`src/rtl/ccd_frame_capture.sv`:
```
// Sensor front-end: registers FVAL/LVAL/pixel data and produces a framed pixel stream with X/Y and frame count.
// Capture starts and stops on frame boundaries. Define CCD_CAPTURE_GEOM_CHECK_EN to enable the frame geometry check.
module ccd_frame_capture #(
    parameter int H_ACTIVE = 800,
    parameter int V_ACTIVE = 480,
    parameter int DATA_W   = 12
) (
    input  logic              CCD_PIXCLK,
    input  logic              iRst_n,
    input  logic [DATA_W-1:0] iDATA,
    input  logic              iFVAL,
    input  logic              iLVAL,
    input  logic              iStart,
    input  logic              iEnd,
    output logic [DATA_W-1:0] oDATA,
    output logic              oDVAL,
    output logic              oFval,
    output logic [15:0]       oX_Cont,
    output logic [15:0]       oY_Cont,
    output logic [31:0]       oFrame_Cont,
    output logic              oCapturing,
    output logic              oFrameErr
);

    localparam logic [1:0] S_IDLE  = 2'd0;
    localparam logic [1:0] S_ARMED = 2'd1;
    localparam logic [1:0] S_RUN   = 2'd2;
    localparam logic [1:0] S_DRAIN = 2'd3;

    localparam logic [15:0] X_LAST = 16'(H_ACTIVE - 1);

    if (H_ACTIVE < 2 || H_ACTIVE > 65536 || V_ACTIVE < 1) begin : g_param_check
        $error("ccd_frame_capture: H_ACTIVE must be 2..65536 and V_ACTIVE >= 1");
    end

    logic [DATA_W-1:0] rD_q;
    logic              rF_q, rL_q, pF_q;
    logic [1:0]        state_q, state_d;
    logic [15:0]       x_q, x_d, y_q, y_d;
    logic [DATA_W-1:0] oDATA_q;
    logic              oDVAL_q, oFval_q;
    logic [15:0]       oX_q, oX_d, oY_q, oY_d;
    logic [31:0]       frm_q, frm_d;

    logic        frame_start, frame_end, cap_c, fval_c, dval_c, counted_end;
    logic [15:0] cur_x, cur_y;

    always_ff @(posedge CCD_PIXCLK or negedge iRst_n) begin
        if (!iRst_n) begin
            rD_q <= '0;
            rF_q <= 1'b0;
            rL_q <= 1'b0;
            pF_q <= 1'b0;
        end else begin
            rD_q <= iDATA;
            rF_q <= iFVAL;
            rL_q <= iLVAL;
            pF_q <= rF_q;
        end
    end

    assign frame_start = rF_q & ~pF_q;
    assign frame_end   = ~rF_q & pF_q;
    assign counted_end = frame_end & ((state_q == S_RUN) | (state_q == S_DRAIN));

    // iEnd takes priority over iStart and over a coincident frame start.
    always_comb begin
        state_d = state_q;
        case (state_q)
            S_IDLE:  if (!iEnd && iStart) state_d = S_ARMED;
            S_ARMED: if (iEnd) state_d = S_IDLE;
                     else if (frame_start) state_d = S_RUN;
            S_RUN:   if (iEnd) state_d = S_DRAIN;
            S_DRAIN: if (frame_end) state_d = S_IDLE;
            default: state_d = S_IDLE;
        endcase
    end

    assign cap_c  = (state_q == S_RUN) | (state_q == S_DRAIN) |
                    ((state_q == S_ARMED) & frame_start & ~iEnd);
    assign fval_c = rF_q & cap_c;
    assign dval_c = fval_c & rL_q;

    // x_q/y_q hold the coordinate of the next pixel; a frame start forces it to (0,0).
    assign cur_x = frame_start ? 16'd0 : x_q;
    assign cur_y = frame_start ? 16'd0 : y_q;

    always_comb begin
        x_d  = x_q;
        y_d  = y_q;
        oX_d = oX_q;
        oY_d = oY_q;
        if (dval_c) begin
            oX_d = cur_x;
            oY_d = cur_y;
            if (cur_x == X_LAST) begin
                x_d = 16'd0;
                y_d = cur_y + 16'd1;
            end else begin
                x_d = cur_x + 16'd1;
                y_d = cur_y;
            end
        end else if (frame_start && cap_c) begin
            x_d = 16'd0;
            y_d = 16'd0;
        end
    end

    assign frm_d = counted_end ? frm_q + 32'd1 : frm_q;

    always_ff @(posedge CCD_PIXCLK or negedge iRst_n) begin
        if (!iRst_n) begin
            state_q <= S_IDLE;
            x_q     <= '0;
            y_q     <= '0;
            oDATA_q <= '0;
            oDVAL_q <= 1'b0;
            oFval_q <= 1'b0;
            oX_q    <= '0;
            oY_q    <= '0;
            frm_q   <= '0;
        end else begin
            state_q <= state_d;
            x_q     <= x_d;
            y_q     <= y_d;
            oDATA_q <= rD_q;
            oDVAL_q <= dval_c;
            oFval_q <= fval_c;
            oX_q    <= oX_d;
            oY_q    <= oY_d;
            frm_q   <= frm_d;
        end
    end

`ifdef CCD_CAPTURE_GEOM_CHECK_EN
    localparam logic [23:0] PIX_EXP = 24'(H_ACTIVE * V_ACTIVE);

    logic [23:0] pix_cnt_q, pix_cnt_d;
    logic        err_q, err_d;

    // The last valid pixel precedes the frame-end cycle, so pix_cnt_q is complete when compared.
    always_comb begin
        pix_cnt_d = frame_start ? {23'd0, dval_c} : pix_cnt_q + {23'd0, dval_c};
        err_d     = err_q;
        if (state_q == S_IDLE && iStart && !iEnd) begin
            err_d = 1'b0;
        end else if (counted_end && pix_cnt_q != PIX_EXP) begin
            err_d = 1'b1;
        end
    end

    always_ff @(posedge CCD_PIXCLK or negedge iRst_n) begin
        if (!iRst_n) begin
            pix_cnt_q <= '0;
            err_q     <= 1'b0;
        end else begin
            pix_cnt_q <= pix_cnt_d;
            err_q     <= err_d;
        end
    end

    assign oFrameErr = err_q;
`else
    assign oFrameErr = 1'b0;
`endif

    assign oDATA       = oDATA_q;
    assign oDVAL       = oDVAL_q;
    assign oFval       = oFval_q;
    assign oX_Cont     = oX_q;
    assign oY_Cont     = oY_q;
    assign oFrame_Cont = frm_q;
    assign oCapturing  = (state_q != S_IDLE);

endmodule

```
`config.mk`:
```
export PLATFORM = sky130hd
export DESIGN_NAME = ccd_frame_capture
export DESIGN_NICKNAME = d
export VERILOG_FILES = /design/src/rtl/ccd_frame_capture.sv
export SDC_FILE = /design/constraint.sdc
export NUM_CORES = 1
export LEC_CHECK = 0
export BUFFER_PORTS_ARGS = -buffer_cell sky130_fd_sc_hd__buf_4
export CORE_UTILIZATION = 55
export CTS_CLUSTER_DIAMETER = 120
export DETAILED_ROUTE_END_ITERATION = 10
export GPL_TIMING_DRIVEN = 0
export PLACE_DENSITY = 0.79
export SLEW_MARGIN = 20
export SYNTH_ARGS = -nofsm -noshare
export SYNTH_HDL_FRONTEND = slang
export SYNTH_SLANG_ARGS = --single-unit
export TNS_END_PERCENT = 30
```
`constraint.sdc`:
```
create_clock -name CCD_PIXCLK -period 4.2 [get_ports CCD_PIXCLK]
set_input_delay 0.21 -clock CCD_PIXCLK [delete_from_list [all_inputs] [get_ports CCD_PIXCLK]]
set_output_delay 0.21 -clock CCD_PIXCLK [all_outputs]
set_load 0.02 [all_outputs]
```
==> impl_summary.log, run 1 <==
INFO  metric ys.warnings.count = 0
INFO  metric area_delta_synth_final = 31.5%
INFO  metric post_synth_top_area_share = 59.4%
INFO  metric start_util = 57.3%
INFO  metric timing.hold.worst_path_depth = 3
INFO  metric timing.critical_path.to_type = flip-flop
INFO  metric grt-ovfl-total = 0
INFO  metric uppermost_layer_routed = met4
INFO  metric drive_gt1_share = 22.3%
INFO  metric grt_setup_unrepaired = false
INFO  metric ctsResizeCount = 0
INFO  metric met2WireLength = 6690 um
INFO  metric max_cap_violations = 0
INFO  metric cts-root-buf = clkbuf_8
INFO  metric share_of_flip_flops_with_an_asynchronous_set_or_reset = 100%
INFO  metric placement_rows = 35
INFO  metric most_used_flip_flop_cell_after_synthesis = dfrtp_1
INFO  metric hold_path.class = in2reg
INFO  metric postSynthRegisterBits = 127
INFO  metric p_int = 2.39 mW
INFO  metric logic_gate_share_of_total_power = 13.3%
INFO  metric hold-path-endpoint = state_q[0]
INFO  metric grtUsageTotal = 29.1%
INFO  metric worst-r2r-setup-slack = 660 ps
INFO  metric synth.top_cells.by_area = dfrtp_1 (59%), nand2_1 (5.8%), xnor2_1 (3.9%), o21ai_0 (3.6%), nand3_1 (2.4%)
INFO  metric io-pin-count = 98
INFO  metric tritoncts = done
INFO  metric die_outline_width = 101 um
INFO  metric timing.clock.skew = 6.96 ps
INFO  metric fp.dieArea = 10100 um^2
INFO  metric count_of_pins_over_their_slew_limit = 0
INFO  metric core_area = 9330 um^2
INFO  metric syn-mean-instance-area = 10.8 um^2
INFO  metric routabilityCongestion = 0.909
INFO  metric htreeDepth = 4
INFO  metric p_sw = 0.920 mW
INFO  metric timing.critical_path.from = pF_q
INFO  metric sw_frac_of_total = 27.8%
INFO  metric worst_setup_slack_final = 659 ps
INFO  metric vias_per_cell = 5.86
INFO  metric seq_area_frac_synth = 59.4%
INFO  metric worstPathCellList = nand2b_1, clkbuf_1, buf_1, nand2_1, inv_1, ha_1, inv_1, nor4_2, a41oi_1, a21o_1
INFO  metric timing.final.crit_period = 3540 ps
INFO  metric seqPwrFrac = 41.5%
INFO  metric tritoncts.num_buffers = 17
INFO  metric detailroute.via_count = 4515
INFO  metric met3RoutedLength = 1010 um
INFO  metric number_of_enable_flip_flop_cells_after_synthesis = 0
INFO  metric drc_errors = 0
INFO  metric grt_pass1_vias = 4510
INFO  metric synthMostInstantiatedCell = dfrtp_1
INFO  metric detailedPlace.worstSlack = 838 ps
INFO  metric grt_first_pass_wirelength = 22500 um
INFO  metric period_share = 84.3%
INFO  metric reg2reg_depth = 10
INFO  metric cp_slowest_stage_delay = 590 ps
INFO  metric drt_first_iter_violations = 306
INFO  metric worst_pin_slew = 793 ps
INFO  metric route.layer.met1.wl = 5730 um
INFO  metric synth_cell_type_count = 55
INFO  metric firstDrtPassIters = 7
INFO  metric netlist.top_cell.by_area = dfrtp_1
INFO  metric routed_wire_length_per_instance = 17.8 um
INFO  metric worstSkewPairLatency = 510 ps
INFO  metric clock_power_share = 45.1%
INFO  metric postRouteWirelength = 13800 um
INFO  metric crit_path_start_kind = flip-flop
INFO  metric path_delay_family = buffers and inverters
INFO  metric synth_area = 5350 um^2
INFO  metric clkSinkCount = 127
INFO  metric slew-limit-headroom = 46.6%
INFO  metric power.density_cell_area = 470 nW/um^2
INFO  metric timing.hold.worst.start = iStart
INFO  metric grt_start_max_net_pins = 70
INFO  metric worst_r2r_endpoint = y_q[14]
INFO  metric finish.net_count = 649
INFO  metric totalNegativeSetupSlack = 0 ps
INFO  metric antenna-diode-count = 0
INFO  metric power.ir.vdd_worst = 0.328 mV
INFO  metric worst_ep_required_time = 4610 ps
INFO  metric worstSetupPathType = reg2reg
INFO  metric power_leakage = 3.37 nW
INFO  metric grt_antenna_before_repair = 0
INFO  metric cts-root-to-sink-buffers = 2
INFO  metric post_synth_most_frequent_cells = dfrtp_1 (127), nand2_1 (82), o21ai_0 (38)
INFO  metric drtAntennaViolNets = 0
INFO  metric path_max_fanout = 10
INFO  metric clkSlewWorstSetupHoldPaths = 60 ps
INFO  metric floorplan.die.height = 101 um
INFO  metric timing.critical_path.buf_inv = 4
INFO  metric critPathSlowestCell = nor4_2
INFO  metric crit_arrival = 3950 ps
INFO  metric netlist_instances = 497
INFO  metric result_of_the_run = finished clean
INFO  metric most_common_cell_on_crit_path = inv_1
INFO  metric timing_hold_violations_final = 0
INFO  metric setup-violations-final = 0
INFO  metric fmax = 282 MHz
INFO  metric hpwlAfterDp = 8870 um
INFO  metric critical_path.reg2reg.startpoint = pF_q
INFO  metric buffer_ports.inserted = 96
INFO  metric mappedNetlistNets = 517
==> state kept, by name, indices dropped and copies added (netlist names), 12 cells and up, named ones only <==
signal,flops
oDATA,12
x_q,16
oX_Cont,16
oFrame_Cont,32
rD_q,12
y_q,16
oY_Cont,16
==> worst max-delay path by stage <==
stage | to | cells past startpoint
2_1_floorplan | y_q[12] | 10
3_3_place_gp | y_q[14] | 10
3_5_place_dp | y_q[14] | 10
4_1_cts | y_q[14] | 10
5_1_grt | y_q[6] | 10
6_report | y_q[14] | 10
==> stage by stage <==
stage	util, %	power (mW)	area [um^2]	hold WS, ps	std cells
2_1_floorplan	-	1.61	5350	-85.6	497
3_3_place_gp	66.8	1.79	6230	320	722
3_5_place_dp	67.1	1.81	6260	257	723
4_1_cts	75.4	3.32	7030	65.6	771
5_1_grt	75.4	3.43	7030	111	771
6_report	75.4	3.31	7030	94.4	771
==> layout by cell type (no fill, tap or decap), types with 5 or more instances in the layout <==
cell,instances
and3_1,15
xor2_1,7
nor3_1,7
nand4_1,15
a21o_1,8
clkbuf_1,15
xnor2_1,24
a32o_1,5
buf_4,96
nand2_1,82
nand3_1,26
nor2_1,13
inv_1,14
o21ai_0,38
and2_1,6
a22o_1,6
a21oi_1,16
nor4_1,7
a31oi_1,6
clkbuf_16,16
and4_1,7
dlygate4sd3_1,16
dfrtp_1,127
==> worst reg2reg max path: cells and delay by family, from the launching register on <==
family	cells	cell delay (ps)
DFF	1	490
buffers and inverters	4	1190
adders and majority gates	1	180
and+or+nand+nor	3	1170
AOI/OAI and AO/OA	2	390
==> final cells by class <==
class	count	area (um^2)
tap	129	161
clock buffer	18	428
timing repair buffer	113	912
inverter	15	56.3
clock inverter	14	181
sequential	127	3180
multi-input combinational	338	2040
fill	636	2300
buffer	17	67.6
==> cells by family (layout without fill, tap and decap cells) <==
group	count (synthesis)	count (layout)	share of synthesized area (%)
multiplexers	5	5	0.983
flip-flops	127	127	59.4
other	1	1	0.0701
adder cells (fa/ha/maj)	2	2	0.468
XOR/XNOR	31	31	5.08
buffers and inverters	32	177	2.32
AND/OR/NAND/NOR	200	200	19.7
AO/OA/AOI/OAI	99	99	12.0
==> layer usage <==
layer	GRT usage, %	vias to the layer above
met5	0	-
met4	12.6	0
met3	7.00	34
met2	46.9	227
met1	37.8	2207
li1	-	2047
==> power groups by stage <==
stage / sequential [mW] / clock [mW] / combinational (mW)
2_1_floorplan: 1.43 / 0 / 0.181
3_3_place_gp: 1.38 / 0 / 0.409
6_report: 1.37 / 1.49 / 0.441
3_5_place_dp: 1.39 / 0 / 0.420
5_1_grt: 1.38 / 1.57 / 0.480
4_1_cts: 1.37 / 1.51 / 0.438
==> timing repair <==
item / in CTS / in global routing
setup buffers: 0 / 0
hold buffers: 16 / 0
endpoints found under the hold margin: 83 / 0
(Power assumes the default switching activity.)
==> run 2: changes to the inputs <==
--- a/config.mk
+++ b/config.mk
@@ -5,12 +5,13 @@
 export SDC_FILE = /design/constraint.sdc
 export NUM_CORES = 1
 export LEC_CHECK = 0
+export ABC_AREA = 1
 export BUFFER_PORTS_ARGS = -buffer_cell sky130_fd_sc_hd__buf_4
 export CORE_UTILIZATION = 55
 export CTS_CLUSTER_DIAMETER = 120
 export DETAILED_ROUTE_END_ITERATION = 10
 export GPL_TIMING_DRIVEN = 0
-export PLACE_DENSITY = 0.79
+export PLACE_DENSITY = 0.78
 export SLEW_MARGIN = 20
 export SYNTH_ARGS = -nofsm -noshare
 export SYNTH_HDL_FRONTEND = slang
==> constraint.sdc (replaced) <==
create_clock -name CCD_PIXCLK -period 3.3 [get_ports CCD_PIXCLK]
set_input_delay 0.165 -clock CCD_PIXCLK [delete_from_list [all_inputs] [get_ports CCD_PIXCLK]]
set_output_delay 0.165 -clock CCD_PIXCLK [all_outputs]
set_load 0.02 [all_outputs]
==> run 2 against run 1 <==
  * The run now ends with design-rule violations left
  * Global-route usage rose by 0.88 points
  * Non-clock buffer count rose by 2
  * Area after synthesis rose by 14%
  * Hold slack improved by 66 ps
  * Combinational power rose by 79%
  * Flip-flop and latch count did not move
  * Largest cell class unchanged
==> impl_summary.log, run 2 <==
INFO  metric result_of_the_run = finished, violations left
INFO  metric failed_checks = design-rule violations
INFO  metric path_delay_family = simple AND/OR/NAND/NOR gates
INFO  metric dpl_cell_area = 7040 um^2 (+12%)
INFO  metric grt_first_pass_wirelength = 26600 um (+18%)
INFO  metric worstSetupPathType = reg2reg
INFO  metric crit_path_start_kind = flip-flop
INFO  metric hold_bufs_inserted_after_cts = 16 (unchanged)
INFO  metric grt-ovfl-total = 0 (unchanged)
INFO  metric highest_count_cells_in_the_layout_ignoring_fill_and_taps = nand2_1 (243), dfrtp_1 (127), buf_4 (98)
INFO  metric mostFrequentLayoutCell = nand2_1
INFO  metric setup-violations-final = 0 (unchanged)
INFO  metric cts-root-to-sink-buffers = 2 (unchanged)
INFO  metric netlist.top_cell.by_area = dfrtp_1
INFO  metric ctsResizeCount = 0 (unchanged)
INFO  metric clkSlewWorstSetupHoldPaths = 70 ps (about the same)
INFO  metric share_of_flip_flops_with_an_asynchronous_set_or_reset = 100% (unchanged)
INFO  metric path_max_fanout = 10 (unchanged)
INFO  metric timing.critical_path.buf_inv = 6 (+2)
INFO  metric totalNegativeSetupSlack = 0 ps (unchanged)
INFO  metric worstSkewPairLatency = 530 ps (+20 ps)
INFO  metric clkSinkCount = 127 (unchanged)
INFO  metric final_design_area_no_fill = 7760 um^2 (+10%)
INFO  metric synth.top_cells.by_area = dfrtp_1 (52%), nand2_1 (15%), nand3_1 (5.5%), inv_1 (4.2%), o21ai_0 (3.8%)
INFO  metric post_synth_top_area_share = 52.0% (-7.4 points)
INFO  metric num-fill-cells = 814 (+28%)
INFO  metric synth.area.mux_share = 0% (-0.98 points)
INFO  metric core_area = 10800 um^2 (+16%)
INFO  metric tritoncts.num_buffers = 17 (unchanged)
INFO  metric most_used_flip_flop_cell_after_synthesis = dfrtp_1
INFO  metric grt_pass1_vias = 5584 (+24%)
INFO  metric routabilityCongestion = 0.932 (+2.4%)
INFO  metric drtAntennaViolNets = 0 (unchanged)
INFO  metric fmax = 400 MHz (+42%)
INFO  metric detailroute.via_count = 5602 (+24%)
INFO  metric grt_setup_unrepaired = false
INFO  metric global_route_met2_utilization = 49.8% (+2.8 points)
INFO  metric synth_area_in_xor_xnor = 5.02% (-0.063 points)
INFO  metric max_cap_violations = 0 (unchanged)
INFO  metric drt_first_iter_violations = 504 (+65%)
INFO  metric power_leakage = 3.88 nW (+15%)
INFO  metric synthMostInstantiatedCell = nand2_1
INFO  metric most_common_cell_on_crit_path = nand2_1
INFO  metric hpwlAfterDp = 10700 um (+21%)
INFO  metric p_total = 4.39 mW (+33%)
INFO  metric detailedPlace.worstSlack = 837 ps (-1.30 ps)
INFO  metric placement_rows = 38 (+8.6%)
INFO  metric postSynthRegisterBits = 127 (unchanged)
INFO  metric postRouteWirelength = 15900 um (+16%)
INFO  metric post_synth_most_frequent_cells = nand2_1 (243), dfrtp_1 (127), inv_1 (68)
INFO  metric post_cts.repair.setup_buffers = 0 (unchanged)
INFO  metric synth_area = 6110 um^2 (+14%)
INFO  metric htreeDepth = 4 (unchanged)
INFO  metric buffer_ports.inserted = 96 (unchanged)
INFO  metric drive_gt1_share = 19.6% (-2.7 points)
INFO  metric netlist_instances = 748 (+51%)
INFO  metric worst_setup_slack_final = 800 ps (+141 ps)
INFO  metric cts-root-buf = clkbuf_8
INFO  metric period_share = 75.8% (-8.6 points)
INFO  metric vias_per_cell = 5.42 (-7.4%)
INFO  metric worst_ep_required_time = 3710 ps (-900 ps)
INFO  metric timing.clock.skew = 9.84 ps (+2.88 ps)
INFO  metric power.ir.vdd_worst = 0.330 mV (+0.91%)
INFO  metric grt_antenna_before_repair = 0 (unchanged)
INFO  metric slew-limit-headroom = 59.0% (+12 points)
INFO  metric worstPathCellList = inv_2, nand2_4, buf_6, buf_6, buf_4, nand2_1, inv_1, ha_1, nand2_1, inv_1, nand3_2, nor2_2, nand4_1, nand2_1, nand2_1, nand3_1, nand2_1
INFO  metric crit_arrival = 2910 ps (-1040 ps)
INFO  metric post_synthesis_simple_gate_area_fraction = 31.5% (+12 points)
INFO  metric firstDrtPassIters = 8 (+1)
INFO  metric global_route_met1_utilization = 37.8% (-0.046 points)
INFO  metric tritoncts = done
INFO  metric start_util = 56.4% (-0.93 points)
INFO  metric count_of_pins_over_their_slew_limit = 0 (unchanged)
INFO  metric seq_area_frac_synth = 52.0% (-7.4 points)
INFO  metric critPathSlowestCell = dfrtp_1
INFO  metric grt_busiest_layer = met2
INFO  metric grt_util_met3 = 6.30% (-0.71 points)
INFO  metric power.density_cell_area = 566 nW/um^2 (+20%)
INFO  metric timing_hold_violations_final = 0 (unchanged)
INFO  metric syn-mean-instance-area = 8.17 um^2 (-24%)
INFO  metric routed_wire_length_per_instance = 15.4 um (-13%)
INFO  metric grtUsageTotal = 30.0% (+0.88 points)
INFO  metric fp.dieArea = 11500 um^2 (+14%)
INFO  metric synth_top_family_by_area = simple AND/OR/NAND/NOR gates
INFO  metric die_outline_width = 107 um (+6.8%)
INFO  metric floorplan.die.height = 107 um (+6.8%)
INFO  metric ys.warnings.count = 0 (unchanged)
INFO  metric grt_start_max_net_pins = 72 (+2.9%)
INFO  metric cp_slowest_stage_delay = 430 ps (-160 ps)
INFO  metric mappedNetlistNets = 768 (+49%)
INFO  metric hold_path.class = in2async
INFO  metric area_delta_synth_final = 27.0%
INFO  metric number_of_enable_flip_flop_cells_after_synthesis = 0 (unchanged)
INFO  metric timing.critical_path.to_type = flip-flop
INFO  metric largest_reg_flops = 32 (unchanged)
INFO  metric worst_pin_slew = 610 ps (-183 ps)
INFO  metric antenna-diode-count = 0 (unchanged)
INFO  metric synth_cell_type_count = 35 (-36%)
INFO  metric drc_errors = 1 (+1)
INFO  metric io-pin-count = 98 (unchanged)
INFO  metric finish.net_count = 900 (+39%)
INFO  metric synth_compound_area_share = 4.73% (-7.2 points)
INFO  metric timing.final.crit_period = 2500 ps (-1040 ps)
INFO  metric synth-adder-area-share = 0.409% (-0.059 points)
[run 2: changes by cell type after synthesis, moves of 15 or more]
cell     delta
nand3_1    +41
a21oi_1    -15
xor2_1     +17
inv_1      +54
nor2_2     +15
nor2_1     +40
nand2_1   +161
[run 2: kinds of logic after synthesis]
family	after synthesis
AO/OA/AOI/OAI	56
XOR/XNOR	35
AND/OR/NAND/NOR	435
buffers and inverters	92
adder cells (fa/ha/maj)	2
other	1
flip-flops	127
[run 2: layout make-up]
cell class / instances / area [um^2] / share of cell area, %
sequential: 127 / 3180 / 40.9
multi-input combinational: 529 / 2550 / 32.8
timing repair buffer: 113 / 912 / 11.8
clock buffer: 18 / 428 / 5.51
inverter: 73 / 274 / 3.53
tap: 140 / 175 / 2.26
clock inverter: 14 / 134 / 1.72
buffer: 19 / 113 / 1.45
[run 2: per-layer routing]
| layer | vias up | wire (um) |
|---|---|---|
| li1 | 2654 | - |
| met1 | 2670 | 6680 |
| met2 | 238 | 7900 |
| met3 | 40 | 998 |
| met4 | 0 | 350 |
| met5 | - | 0 |
[run 2: final timing paths]
path,startpoint,end,slack (ps),depth (start not counted)
worst max register to register,pF_q,y_q[14],800,17
worst min register to register,rD_q[2],oDATA[2],350,0
worst min-delay path,iRst_n,oDATA[1],160,2
min in group CCD_PIXCLK,iStart,state_q[0],170,4
max in group asynchronous,iRst_n,y_q[10],2420,3
worst max-delay path,pF_q,y_q[14],800,17
[run 2: per-stage QoR]
| stage | utilization [%] | hold WS (ps) | instances |
|---|---|---|---|
| after floorplan | - | -131 | 748 |
| after global placement | 64.6 | 275 | 984 |
| after detailed placement | 64.9 | 162 | 985 |
| after CTS | 71.6 | 161 | 1033 |
| after global routing | 71.6 | 209 | 1033 |
| final | 71.6 | 160 | 1033 |
[run 2: worst reg2reg max path, cell delays in order (launching register included)]
cell	delay (ps)
dfrtp_1	430
inv_2	80
nand2_4	110
buf_6	170
buf_6	170
buf_4	210
nand2_1	120
inv_1	80
ha_1	170
nand2_1	60
inv_1	60
nand3_2	100
nor2_2	260
nand4_1	130
nand2_1	80
nand2_1	50
nand3_1	60
nand2_1	50
[run 2: where the power goes]
| part | internal [mW] | switching (mW) | total [mW] | leakage, nW |
|---|---|---|---|---|
| Sequential | 1.72 | 0.124 | 1.84 | 1.70 |
| Combinational | 0.288 | 0.500 | 0.788 | 1.92 |
| Clock | 1.03 | 0.736 | 1.77 | 0.266 |
| Total | 3.03 | 1.36 | 4.39 | 3.88 |
